File: config.mk
export PLATFORM = sky130hd
export DESIGN_NAME = pito_hart_scheduler
export DESIGN_NICKNAME = d
export VERILOG_FILES = /design/src/rtl/pito_pkg.sv /design/src/rtl/pito_rr_pick.sv /design/src/rtl/pito_hart_scheduler.sv
export SDC_FILE = /design/constraint.sdc
export NUM_CORES = 1
export LEC_CHECK = 0
export CORE_UTILIZATION = 54
export DETAILED_ROUTE_END_ITERATION = 10
export GPL_ROUTABILITY_DRIVEN = 0
export PLACE_DENSITY = 0.76
export SYNTH_ARGS = -nofsm -noshare
export SYNTH_HDL_FRONTEND = slang
export SYNTH_SLANG_ARGS = --single-unit
File: constraint.sdc
create_clock -name clk -period 4.2 [get_ports clk]
set_input_delay 0.84 -clock clk [delete_from_list [all_inputs] [get_ports clk]]
set_output_delay 0.84 -clock clk [all_outputs]
set_load 0.03 [all_outputs]
File: src/rtl/pito_pkg.sv
// Shared types and default sizing for the pito hart scheduler slice.
// Latency: n/a (types only).
// Backpressure: n/a.
package pito_pkg;

   localparam int DEF_NUM_HARTS = 8;
   localparam int DEF_HART_W    = $clog2(DEF_NUM_HARTS);

   // Per-hart lifecycle state; encodings are visible to debug tooling.
   typedef enum logic [1:0] {
      HALTED  = 2'd0,
      PENDING = 2'd1,
      RUNNING = 2'd2,
      WAITING = 2'd3
   } hart_state_t;

   typedef enum logic [1:0] {
      CMD_NOP    = 2'd0,
      CMD_START  = 2'd1,
      CMD_HALT   = 2'd2,
      CMD_RESUME = 2'd3
   } sched_cmd_e;

endpackage

File: src/rtl/pito_rr_pick.sv
// Round-robin first-set finder: first set bit of eligible, scanning from ptr+1 with wrap.
// Latency: combinational.
// Backpressure: none.
// Ports: eligible (N-bit mask), ptr (last served index), found, idx (selected index).
module pito_rr_pick #(
   parameter int N = 8,
   parameter int W = $clog2(N)
) (
   input  logic [N-1:0] eligible,
   input  logic [W-1:0] ptr,
   output logic         found,
   output logic [W-1:0] idx
);

   logic [W-1:0] cand;

   // N is a power of two, so W-bit addition wraps modulo N for free; the
   // last iteration (i == N) revisits ptr itself.
   always_comb begin
      found = 1'b0;
      idx   = '0;
      cand  = '0;
      for (int i = 1; i <= N; i++) begin
         cand = ptr + W'(i);
         if (!found && eligible[cand]) begin
            found = 1'b1;
            idx   = cand;
         end
      end
   end

endmodule

File: src/rtl/pito_hart_scheduler.sv
// Per-hart lifecycle FSMs plus round-robin issue slot for the barrel core.
// Latency: one cycle from registered hart state to issue slot; cmd_err one cycle after the command.
// Backpressure: slot holds while issue_ready=0, unless its hart is halted or starts waiting (slot cancelled).
// Ports: cmd_* host/debug commands, wait_*/wake_mask pipeline events,
//        issue_* fetch slot (valid/ready), running_mask/all_halted state decodes.
module pito_hart_scheduler
   import pito_pkg::*;
#(
   parameter int                   NUM_HARTS = DEF_NUM_HARTS,
   parameter int                   HART_W    = $clog2(NUM_HARTS),
   parameter logic [31:0]          RESET_PC  = 32'h0000_0000,
   parameter logic [NUM_HARTS-1:0] BOOT_MASK = NUM_HARTS'(1)
) (
   input  logic                 clk,
   input  logic                 rst_n,
   input  logic                 cmd_valid,
   input  logic [1:0]           cmd_op,
   input  logic [HART_W-1:0]    cmd_hart,
   input  logic [31:0]          cmd_pc,
   output logic                 cmd_err,
   input  logic                 wait_valid,
   input  logic [HART_W-1:0]    wait_hart,
   input  logic [NUM_HARTS-1:0] wake_mask,
   output logic                 issue_valid,
   input  logic                 issue_ready,
   output logic [HART_W-1:0]    issue_hart,
   output logic                 issue_pc_load,
   output logic [31:0]          issue_pc,
   output logic [NUM_HARTS-1:0] running_mask,
   output logic                 all_halted
);

   hart_state_t          st_q [NUM_HARTS];
   hart_state_t          st_d [NUM_HARTS];
   logic [31:0]          pc_q [NUM_HARTS];
   logic [31:0]          pc_d [NUM_HARTS];
   logic [NUM_HARTS-1:0] elig;
   logic [NUM_HARTS-1:0] pend;
   logic [NUM_HARTS-1:0] halted;
   logic [HART_W-1:0]    rr_ptr;
   logic [HART_W-1:0]    pick_ptr;
   logic [HART_W-1:0]    pick_idx;
   logic                 pick_found;
   logic                 hs;
   logic                 promote;
   logic                 cancel;
   logic                 cmd_err_d;
   sched_cmd_e           op;

   assign op      = sched_cmd_e'(cmd_op);
   assign hs      = issue_valid & issue_ready;
   assign promote = hs & issue_pc_load;

   // Next-state per hart. Later assignments override earlier ones, which
   // encodes the priority HALT > START/RESUME > wait > wake. A wake bit in
   // the same cycle as wait_valid cancels the wait.
   always_comb begin
      for (int h = 0; h < NUM_HARTS; h++) begin
         st_d[h] = st_q[h];
         pc_d[h] = pc_q[h];
         if (promote && issue_hart == HART_W'(h) && st_q[h] == PENDING)
            st_d[h] = RUNNING;
         if (st_q[h] == WAITING && wake_mask[h])
            st_d[h] = RUNNING;
         if (st_q[h] == RUNNING && wait_valid && wait_hart == HART_W'(h) && !wake_mask[h])
            st_d[h] = WAITING;
         if (cmd_valid && cmd_hart == HART_W'(h)) begin
            case (op)
               CMD_START:  if (st_q[h] == HALTED) begin
                              st_d[h] = PENDING;
                              pc_d[h] = cmd_pc;
                           end
               CMD_HALT:   if (st_q[h] != HALTED)  st_d[h] = HALTED;
               CMD_RESUME: if (st_q[h] == WAITING) st_d[h] = RUNNING;
               default:    ;
            endcase
         end
      end
   end

   always_comb begin
      cmd_err_d = 1'b0;
      if (cmd_valid) begin
         case (op)
            CMD_START:  cmd_err_d = (st_q[cmd_hart] != HALTED);
            CMD_HALT:   cmd_err_d = (st_q[cmd_hart] == HALTED);
            CMD_RESUME: cmd_err_d = (st_q[cmd_hart] != WAITING);
            default:    cmd_err_d = 1'b0;
         endcase
      end
   end

   // A hart whose PC-load slot is being accepted this edge is still PENDING
   // in the registers; mask it so a back-to-back reissue does not reload.
   always_comb begin
      for (int h = 0; h < NUM_HARTS; h++) begin
         elig[h]   = (st_q[h] == PENDING) || (st_q[h] == RUNNING);
         pend[h]   = (st_q[h] == PENDING) && !(promote && issue_hart == HART_W'(h));
         halted[h] = (st_q[h] == HALTED);
      end
   end

   assign running_mask = elig;
   assign all_halted   = &halted;

   assign pick_ptr = hs ? issue_hart : rr_ptr;
   // Held slot is dropped as soon as its hart is halted or goes to wait.
   assign cancel   = issue_valid && !issue_ready &&
                     (st_d[issue_hart] == HALTED || st_d[issue_hart] == WAITING);

   pito_rr_pick #(.N(NUM_HARTS), .W(HART_W)) u_pick (
      .eligible (elig),
      .ptr      (pick_ptr),
      .found    (pick_found),
      .idx      (pick_idx)
   );

   always_ff @(posedge clk or negedge rst_n) begin
      if (!rst_n) begin
         for (int h = 0; h < NUM_HARTS; h++) begin
            st_q[h] <= BOOT_MASK[h] ? PENDING : HALTED;
            pc_q[h] <= BOOT_MASK[h] ? RESET_PC : 32'h0;
         end
         rr_ptr        <= HART_W'(NUM_HARTS - 1);
         cmd_err       <= 1'b0;
         issue_valid   <= 1'b0;
         issue_hart    <= '0;
         issue_pc_load <= 1'b0;
         issue_pc      <= 32'h0;
      end else begin
         for (int h = 0; h < NUM_HARTS; h++) begin
            st_q[h] <= st_d[h];
            pc_q[h] <= pc_d[h];
         end
         cmd_err <= cmd_err_d;
         if (hs)
            rr_ptr <= issue_hart;
         if (cancel) begin
            issue_valid   <= 1'b0;
            issue_pc_load <= 1'b0;
            issue_pc      <= 32'h0;
         end else if (!issue_valid || hs) begin
            issue_valid   <= pick_found;
            issue_hart    <= pick_idx;
            issue_pc_load <= pick_found & pend[pick_idx];
            issue_pc      <= (pick_found & pend[pick_idx]) ? pc_q[pick_idx] : 32'h0;
         end
      end
   end

endmodule
After elaboration in Yosys (flattened, before gate mapping)
Index checks and enable logic that the tools add are counted.
{"block": "op_classes", "addsub": 7, "n_lt_le_gt_ge": 12, "n_eq_ne": 50, "muxes": 117, "bitwise_logic": 7, "n_reduce_logical": 141}
{"cell": "32-bit 2-to-1 mux", "count": 5}
{"cell": "2-bit 2-to-1 mux", "count": 60}
{"cell": "32-bit binary-select mux with 3-bit select", "count": 1}
{"cell": "1-bit logical AND", "count": 73}
{"cell": "2-bit one-hot mux with 3 select lines", "count": 8}
{"cell": "2-bit equality test (second input constant)", "count": 19}
{"cell": "3-bit equality test (second input constant)", "count": 12}
{"cell": "3-bit by 4-bit less-than comparator with 1-bit output (second input constant)", "count": 9}
{"cell": "1-bit binary-select mux with 3-bit select", "count": 9}
{"cell": "3-bit 2-to-1 mux", "count": 9}
{"cell": "1-bit zero test", "count": 25}
{"cell": "3-bit AND reduction", "count": 8}
{"cell": "1-bit 2-to-1 mux", "count": 22}
{"cell": "2-bit zero test", "count": 10}
{"cell": "2-bit nonzero test", "count": 10}
{"cell": "2-bit by 1-bit equality test with 1-bit output (second input constant)", "count": 9}
{"cell": "3-bit by 2-bit equality test with 1-bit output (second input constant)", "count": 6}
{"cell": "3-bit adder (second input constant)", "count": 4}
{"cell": "2-bit binary-select mux with 3-bit select", "count": 2}
{"cell": "4-bit >= comparator (second input constant)", "count": 3}
{"cell": "3-bit inverter with 4-bit output", "count": 3}
{"cell": "1-bit logical OR", "count": 10}
{"cell": "3-bit by 1-bit equality test with 1-bit output (second input constant)", "count": 3}
{"cell": "3-bit zero test", "count": 3}
{"cell": "other kinds (8)", "count": 11}
{"block": "totals", "register_bits": 313, "wordCells": 356}

Longest topological paths before layout
Gate-level depths: netlist (run 1).
{"block": "logic_depth", "ltp_word": 34, "ltp_mapped": 17}

By module
From an unflattened synthesis (run 1), not the netlist that was laid out.
{"block": "unflattened", "cells_unflattened": 1385, "hier_area_um2": 16375.7}
{"mod": "pito_hart_scheduler", "n_inst": 1, "cells_each": 1292, "area_each_um2": 15590.0, "seq_area_each_um2": 7837.5}
{"mod": "pito_rr_pick", "n_inst": 1, "cells_each": 93, "area_each_um2": 785.8, "seq_area_each_um2": 0.0}

Least setup slack after synthesis (run 1)
No wires, ideal clock.
{"block": "synth_timing", "kind": "in2reg", "start": "input port issue_ready", "end": "register issue_pc[23]", "setup_time_ns": 0.139, "t_arrival_ns": 4.294, "required_time_ns": 4.061, "path_slack_ns": -0.233, "cell_stages": 17, "n_path_buf": 5, "cell_sequence": "buf_4 -> nand3_1 -> and2_1 -> buf_2 -> inv_2 -> ha_1 -> clkbuf_1 -> mux4_2 -> nor3_2 -> o211ai_1 -> o21ai_4 -> buf_4 -> buf_4 -> mux2i_1 -> nand2_1 -> nand3_1 -> o211ai_2"}
{"block": "synth_via", "elab_chain_len": 34}
{"item": "from (decl)", "line": "pito_hart_scheduler.sv:25", "text": "input logic issue_ready,"}
{"item": "1-bit bitwise AND *", "line": "pito_hart_scheduler.sv:51", "text": "assign hs = issue_valid & issue_ready;"}
{"item": "3-bit 2-to-1 mux *"}
{"item": "named net pick_ptr[1]", "line": "pito_hart_scheduler.sv:41", "text": "logic [HART_W-1:0] pick_ptr;"}
{"item": "3-bit by 1-bit adder with 3-bit output", "line": "pito_rr_pick.sv:24", "text": "cand = ptr + W'(i);"}
{"item": "1-bit binary-select mux with 3-bit select", "line": "pito_rr_pick.sv:25", "text": "if (!found && eligible[cand]) begin"}
{"item": "1-bit 2-to-1 mux (implied by the code)", "line": "pito_rr_pick.sv:25"}
{"item": "1-bit 2-to-1 mux", "line": "pito_rr_pick.sv:25"}
{"item": "1-bit zero test", "line": "pito_rr_pick.sv:25"}
{"item": "(+18 left out)"}
{"item": "1-bit logical AND", "line": "pito_rr_pick.sv:25"}
{"item": "3-bit 2-to-1 mux", "line": "pito_rr_pick.sv:25"}
{"item": "3-bit inverter with 4-bit output (implied by the code)", "line": "pito_hart_scheduler.sv:146", "text": "issue_pc <= (pick_found & pend[pick_idx]) ? pc_q[pick_idx] : 32'h0;"}
{"item": "32-bit binary-select mux with 3-bit select", "line": "pito_hart_scheduler.sv:146"}
{"item": "32-bit 2-to-1 mux (implied by the code) (2 in series)", "line": "pito_hart_scheduler.sv:146"}
{"item": "32-bit 2-to-1 mux *", "line": "pito_hart_scheduler.sv:146"}
{"item": "32-bit 2-to-1 mux *", "line": "pito_hart_scheduler.sv:142", "text": "end else if (!issue_valid || hs) begin"}
{"item": "32-bit 2-to-1 mux *", "line": "pito_hart_scheduler.sv:138", "text": "if (cancel) begin"}
{"item": "to (signal assigned)", "line": "pito_hart_scheduler.sv:146"}
{"item": "to (decl)", "line": "pito_hart_scheduler.sv:28", "text": "output logic [31:0] issue_pc,"}
The timed path passes the listed nets; every way through them passes the cells marked *. The select of a mux whose other input is x is not followed.
A chain may end at the register's enable or synchronous reset.

Final worst setup path (run 1)
{"block": "layout_timing", "start": "register issue_valid", "end": "register issue_pc[2]"}
{"block": "layout_via", "elab_chain_len": 34}
{"item": "from (decl)", "line": "pito_hart_scheduler.sv:24", "text": "output logic issue_valid,"}
{"item": "from (signal assigned)", "line": "pito_hart_scheduler.sv:143", "text": "issue_valid <= pick_found;"}
{"item": "1-bit bitwise AND", "line": "pito_hart_scheduler.sv:51"}
{"item": "3-bit 2-to-1 mux"}
{"item": "3-bit by 1-bit adder with 3-bit output", "line": "pito_rr_pick.sv:24"}
{"item": "1-bit binary-select mux with 3-bit select", "line": "pito_rr_pick.sv:25"}
{"item": "1-bit 2-to-1 mux (implied by the code)", "line": "pito_rr_pick.sv:25"}
{"item": "1-bit 2-to-1 mux", "line": "pito_rr_pick.sv:25"}
{"item": "1-bit zero test", "line": "pito_rr_pick.sv:25"}
{"item": "1-bit logical AND", "line": "pito_rr_pick.sv:25"}
{"item": "(+17 left out)"}
{"item": "1-bit logical AND", "line": "pito_rr_pick.sv:25"}
{"item": "3-bit 2-to-1 mux", "line": "pito_rr_pick.sv:25"}
{"item": "3-bit inverter with 4-bit output (implied by the code)", "line": "pito_hart_scheduler.sv:146"}
{"item": "32-bit binary-select mux with 3-bit select", "line": "pito_hart_scheduler.sv:146"}
{"item": "32-bit 2-to-1 mux (implied by the code) (2 in series)", "line": "pito_hart_scheduler.sv:146"}
{"item": "32-bit 2-to-1 mux", "line": "pito_hart_scheduler.sv:146"}
{"item": "32-bit 2-to-1 mux", "line": "pito_hart_scheduler.sv:142"}
{"item": "32-bit 2-to-1 mux", "line": "pito_hart_scheduler.sv:138"}
Several ways; a longest one is shown, not always the timed one. The select of a mux whose other input is x is not followed.

==> results of run 1 <==
[layout by cell type, fill, tap and decap left out, types with 4 or more instances in the layout]
cell | synthesis | final
buf_12 | 0 | 18
dfrtp_1 | 309 | 309
nor2b_1 | 12 | 12
buf_4 | 15 | 91
a22oi_1 | 7 | 7
clkbuf_16 | 0 | 39
a32oi_1 | 5 | 5
nand4_1 | 5 | 5
a21o_1 | 6 | 6
o31ai_1 | 5 | 5
clkbuf_1 | 51 | 7
nor2_1 | 36 | 36
dfstp_2 | 4 | 4
inv_1 | 56 | 56
nand2_1 | 169 | 169
nand2b_1 | 16 | 16
o21ai_0 | 13 | 13
and2_1 | 6 | 5
o211ai_1 | 7 | 7
mux2_2 | 263 | 263
clkbuf_8 | 0 | 6
o211ai_2 | 29 | 29
mux4_2 | 11 | 11
nand3_2 | 29 | 37
xnor2_1 | 4 | 4
nand3_1 | 68 | 60
clkdlybuf4s50_1 | 0 | 97
ha_1 | 33 | 33
nor3_1 | 10 | 10
a21oi_1 | 38 | 37
mux2i_1 | 139 | 139
a211oi_1 | 6 | 5
[area by class of cell]
type                            instances  area [sq um]
Multi-Input combinational cell        976          8280
Antenna cell                            2          5.00
Timing Repair Buffer                  210          2090
Tap cell                              390           488
Inverter                               60           228
Sequential cell                       313          7840
Clock buffer                           50          1030
Fill cell                            2202          9850
Clock inverter                          9           140
[per-stage QoR]
step           cells  utilization, %  hold slack [ps]  setup TNS, ps
6_report        2010            67.1              329              0
5_1_grt         2009            67.1              392              0
4_1_cts         2001            66.7              370              0
3_5_place_dp    1942            62.8              493         -13910
3_3_place_gp    1942            62.8              486         -12000
2_1_floorplan   1424               -              479          -83.7
[synthesized netlist by cell type, drive strengths merged, types with 3 or more instances]
cell type / number
ha: 33
o211ai: 36
nor2b: 12
a21oi: 40
clkbuf: 51
xnor2: 4
xor2: 3
mux2i: 139
a22oi: 7
nand2: 171
a21o: 6
nor4: 3
nor2: 37
buf: 24
nand4: 5
inv: 59
nand2b: 16
a32oi: 5
o22a: 3
dfrtp: 309
dfstp: 4
nand3: 97
o31ai: 5
mux4: 11
nor3: 11
o21ai: 16
a211oi: 8
a31oi: 3
mux2: 266
and2: 6
[registers in the layout (all words and copies together), names as in the netlist]
register / count
issue_hart: 3
cmd_err: 1
pc_q: 256
issue_pc_load: 1
issue_pc: 32
rr_ptr: 3
st_q: 16
issue_valid: 1
[cells by family after synthesis]
logic type      count (synthesis)  synth area share [%]
mux                           416                  27.9
simple gates                  373                  11.3
flops                         313                  47.1
compound gates                147                  7.18
buf+inv                       135                  3.58
fa+ha+maj                      33                  2.48
xor+xnor                        7                 0.369
[path summary, 6_finish.rpt]
kind                               end  slack, ps
max                        issue_pc[2]        280
min                           st_q[15]        330
max reg2reg                issue_pc[2]        280
min reg2reg                  pc_q[208]        500
max in group asynchronous    pc_q[176]       2880
min in group clk             pc_q[208]        500
[worst reg2reg max path, stage by stage (launching register included)]
cell      delay [ps]
dfrtp_1          610
and3_4           330
nor2_8            60
inv_4             70
mux2_2           350
mux4_2           480
a211o_1          270
a21oi_1          170
o22a_2           160
nand2_2           70
buf_4            140
mux2_4           310
a211oi_4         290
buf_4            180
buf_12           150
nand3_1          110
o211ai_1          90
[what timing repair did]
| action | 4_1_cts | 5_1_grt |
|---|---|---|
| gates resized for setup | 0 | 5 |
| hold buffers | 0 | 0 |
| setup endpoints to repair | 0 | 33 |
| setup buffers | 0 | 5 |
[metal layers]
metal	vias to the layer above	wire, um	GRT usage [%]
met5	-	0	0
met4	0	1340	10.5
met3	111	2510	5.23
met2	348	20600	46.4
met1	6066	17300	34.2
li1	5418	-	-
==> impl_metrics.tcl, run 1 <==
set metrics [dict create \
    path_cells "and3_4 -> nor2_8 -> inv_4 -> mux2_2 -> mux4_2 -> a211o_1 -> a21oi_1 -> o22a_2 -> nand2_2 -> buf_4 -> mux2_4 -> a211oi_4 -> buf_4 -> buf_12 -> nand3_1 -> o211ai_1" \
    drc 0 \
    synth-async-reset-ratio_pct 100 \
    worstSetupStartpoint "issue_valid" \
    synthDistinctLibCells 71 \
    antenna_found_initial 1 \
    ys_seq_elements 313 \
    reg2reg_depth 16 \
    clock.fmax_mhz 255 \
    cpPeakStageDelay_ps 610 \
    cts_buffers 35 \
    slew_headroom_pct 49.4 \
    crit_family "multiplexers" \
    drv_slew 0 \
    synth_area_sq_um 16600 \
    crit_cells 16 \
    h-tree-depth 2 \
    post_drt_via_cell_ratio 5.94 \
    synthesis.nets 1510 \
    cap_violations 0 \
    cpMostUsedCell "buf_4" \
    crit_type "reg2reg" \
    critical_path_buf_inv_count 4 \
    die_h_um 178 \
    rsz0062_at_grt "no" \
    tightest_slew_ps 759 \
    ys_seq_area_share_pct 47.1 \
    synth-edff-count 0 \
    finalNetCount 1682 \
    synth.top_cell.area_share_pct 46.5 \
    track_usage_pct 27.3 \
    final_area_sq_um 20100 \
    timing.rr.start "issue_valid" \
    syn_to_final_growth_pct 20.9 \
    synth_area_leader_cell "dfrtp_1" \
    hold_viol 0 \
    drtIter0Drc 859 \
    yosysWarningCount 0 \
    worst_ep_required_time_ps 4630 \
    wl_per_cell_um 20.8 \
    cts_tree "built" \
    clock_sinks 313 \
    cp-end-kind "flop" \
    crit_arrival_ps 4360 \
    io_pins 100 \
    status "completed" \
    final_layout_size_suffix_gt1_share_pct 33.3 \
    place.port_buffers 99 \
    syn_inst 1424 \
    root_buffer "clkbuf_16" \
    ant_nets 0 \
    core_sq_um 30000 \
    setup_viol 0 \
    overflow 0 \
    grt_pass1_vias 12584 \
    grt_pass1_wl_um 67000 \
    vias 11943 \
    synthTopCellsByArea "dfrtp_1 46%, mux2_2 18%, mux2i_1 8.4%" \
    finalWirelength_um 41700 \
    crit_slowest_cell "dfrtp_1" \
    period_needed_ps 3920 \
    die_w_um 178 \
    skew_ps 10.5 \
    crit_fanout 16 \
    place_hpwl_um 26300 \
    core.rowCount 63 \
    post-route-period-util_pct 93.4 \
    placed_cell_area_sq_um 18800 \
    syn_avg_cell_area_sq_um 11.7 \
    preCtsSetupSlack_ps -455 \
    grt_start_max_net_pins 99 \
    insertion_delay_ps 510 \
    die_area_sq_um 31500 \
    dr.pass1.iters 5 \
    hold_class "in2async" \
    setup_slack_ps 278 \
    initial_core_util_pct 55.5 \
    clock_path_buffers 3 \
    ys.flop_type "dfrtp_1" \
    startpoint_type "flop" \
    clkTransAtPathRegs_ps 60 \
]
Power of run 1 is not shown: default switching activity piles up to over one toggle a cycle in this logic, so the estimate is an artifact.
==> inputs of run 2 (changes only) <==
CORE_UTILIZATION = 55   (was 54)
PLACE_DENSITY = 0.75   (was 0.76)
clock period = 4.7 ns   (was 4.2 ns; I/O delays follow)
==> run 2 against run 1 <==
Worst hold slack better by 72 ps. Non-clock buffer count is 59 lower. Clock skew is 3.0 ps higher. Critical path depth is 1 lower. Routed wire length is 3.2% lower. Setup slack better by 120 ps. Critical path type is now in2reg.
==> impl_metrics.tcl, run 2 (synthesis results as in run 1) <==
set metrics [dict create \
    largest-register "pc_q" \
    holdWs_ps 401 \
    drv_slew 0 \
    period_needed_ps 4300 \
    rsz0062_at_grt "no" \
    finalWirelength_um 40400 \
    root_buffer "clkbuf_16" \
    worst_ep_required_time_ps 5130 \
    vias 11658 \
    crit_type "in2reg" \
    slew_headroom_pct 42.7 \
    grt_pass1_wl_um 65100 \
    top_regs "pc_q (256), issue_pc (32), st_q (16)" \
    startpoint_type "primary input" \
    dp.cells 1890 \
    initial_core_util_pct 56.0 \
    setup_slack_ps 401 \
    cp-end-kind "flop" \
    setup_viol 0 \
    layout_common_cells "309 x dfrtp_1, 263 x mux2_2, 169 x nand2_1" \
    h-tree-depth 2 \
    finalNonFillerCells 1952 \
    tightest_slew_ps 860 \
    insertion_delay_ps 510 \
    hold_class "in2async" \
    cap_violations 0 \
    place_hpwl_um 24900 \
    post_drt_via_cell_ratio 5.97 \
    clock_sinks 313 \
    track_usage_pct 26.8 \
    skew_ps 13.5 \
    grt_start_max_net_pins 83 \
    cts_buffers 35 \
    post-route-period-util_pct 91.5 \
    drc 0 \
    core.rowCount 63 \
    finalNetCount 1623 \
    final_layout_size_suffix_gt1_share_pct 30.3 \
    preCtsSetupSlack_ps -108 \
    clock_path_buffers 3 \
    die_w_um 176 \
    antenna_found_initial 1 \
    cts_tree "built" \
    layout_commonest_cell "dfrtp_1" \
    grt_pass1_vias 12030 \
    clock.fmax_mhz 233 \
    post_cts_buffers 0 \
    die_area_sq_um 30900 \
    largest_reg_flops 256 \
    overflow 0 \
    wl_per_cell_um 20.7 \
    crit_fanout 27 \
    cts-hold-fix-buffers 0 \
    status "completed" \
    hold_viol 0 \
    drtIter0Drc 779 \
    crit_arrival_ps 4730 \
    cts_resized 0 \
    dr.pass1.iters 6 \
    place.port_buffers 99 \
    die_h_um 176 \
    clkTransAtPathRegs_ps 60 \
    io_pins 100 \
    syn_to_final_growth_pct 16.8 \
    core_sq_um 29700 \
    ant_nets 0 \
]
## run 2: changes by cell type in the layout (fill, tap and decap cells not counted), moves of 2 or more
| cell | before | now |
|---|---|---|
| buf_4 | 91 | 40 |
| buf_12 | 18 | 12 |
| clkbuf_1 | 7 | 11 |
| clkbuf_16 | 39 | 35 |
| a311oi_1 | 0 | 2 |
| a311oi_2 | 2 | 0 |
| bufinv_16 | 3 | 1 |
| clkinv_2 | 3 | 5 |
## run 2: metrics by stage
| step | TNS [ps] | area, sq um | util [%] |
|---|---|---|---|
| after floorplan | 0 | 16600 | - |
| final | 0 | 19400 | 65.4 |
| after detailed placement | -361 | 18300 | 61.7 |
| after global placement | 0 | 18300 | 61.7 |
| after global routing | 0 | 19400 | 65.4 |
| after CTS | 0 | 19400 | 65.4 |
## run 2: worst max-delay path: stages
cell             delay (ps)
clkdlybuf4s50_1         590
buf_4                   190
nand2_2                 110
a21oi_2                 330
buf_4                   190
mux4_2                  540
nor2_1                  120
a21oi_1                  50
a221oi_1                480
o21ai_4                 160
buf_12                  200
a211oi_4                270
buf_12                  290
nand3_1                 130
o211ai_1                130
## run 2: area by class of cell
| cell class | instances | area, sq um |
|---|---|---|
| timing repair buffer | 151 | 1540 |
| inverter | 60 | 228 |
| fill | 2254 | 10300 |
| multi-input combinational | 976 | 8250 |
| clock inverter | 10 | 100 |
| clock buffer | 51 | 986 |
| sequential | 313 | 7840 |
| antenna | 1 | 2.50 |
| tap | 390 | 488 |
## run 2: layer usage
metal	part of all wire (%)	track usage (%)	vias up
li1	-	-	5294
met1	44	35.7	5932
met2	49	45.5	360
met3	5.1	3.85	72
met4	2.2	8.04	0
met5	0	0	-
## run 2: final timing paths
| path | from | end | slack [ps] | cells after the start |
|---|---|---|---|---|
| min in group clk | pc_q[80] | pc_q[80] | 500 | 1 |
| worst max register to register | issue_valid | issue_pc[1] | 800 | 14 |
| worst max-delay path | issue_ready | issue_pc[1] | 400 | 15 |
| max in group asynchronous | rst_n | pc_q[7] | 3240 | 2 |
| worst min register to register | pc_q[80] | pc_q[80] | 500 | 1 |
| worst min-delay path | rst_n | st_q[13] | 400 | 1 |
Power of run 2 is left out for the same reason.
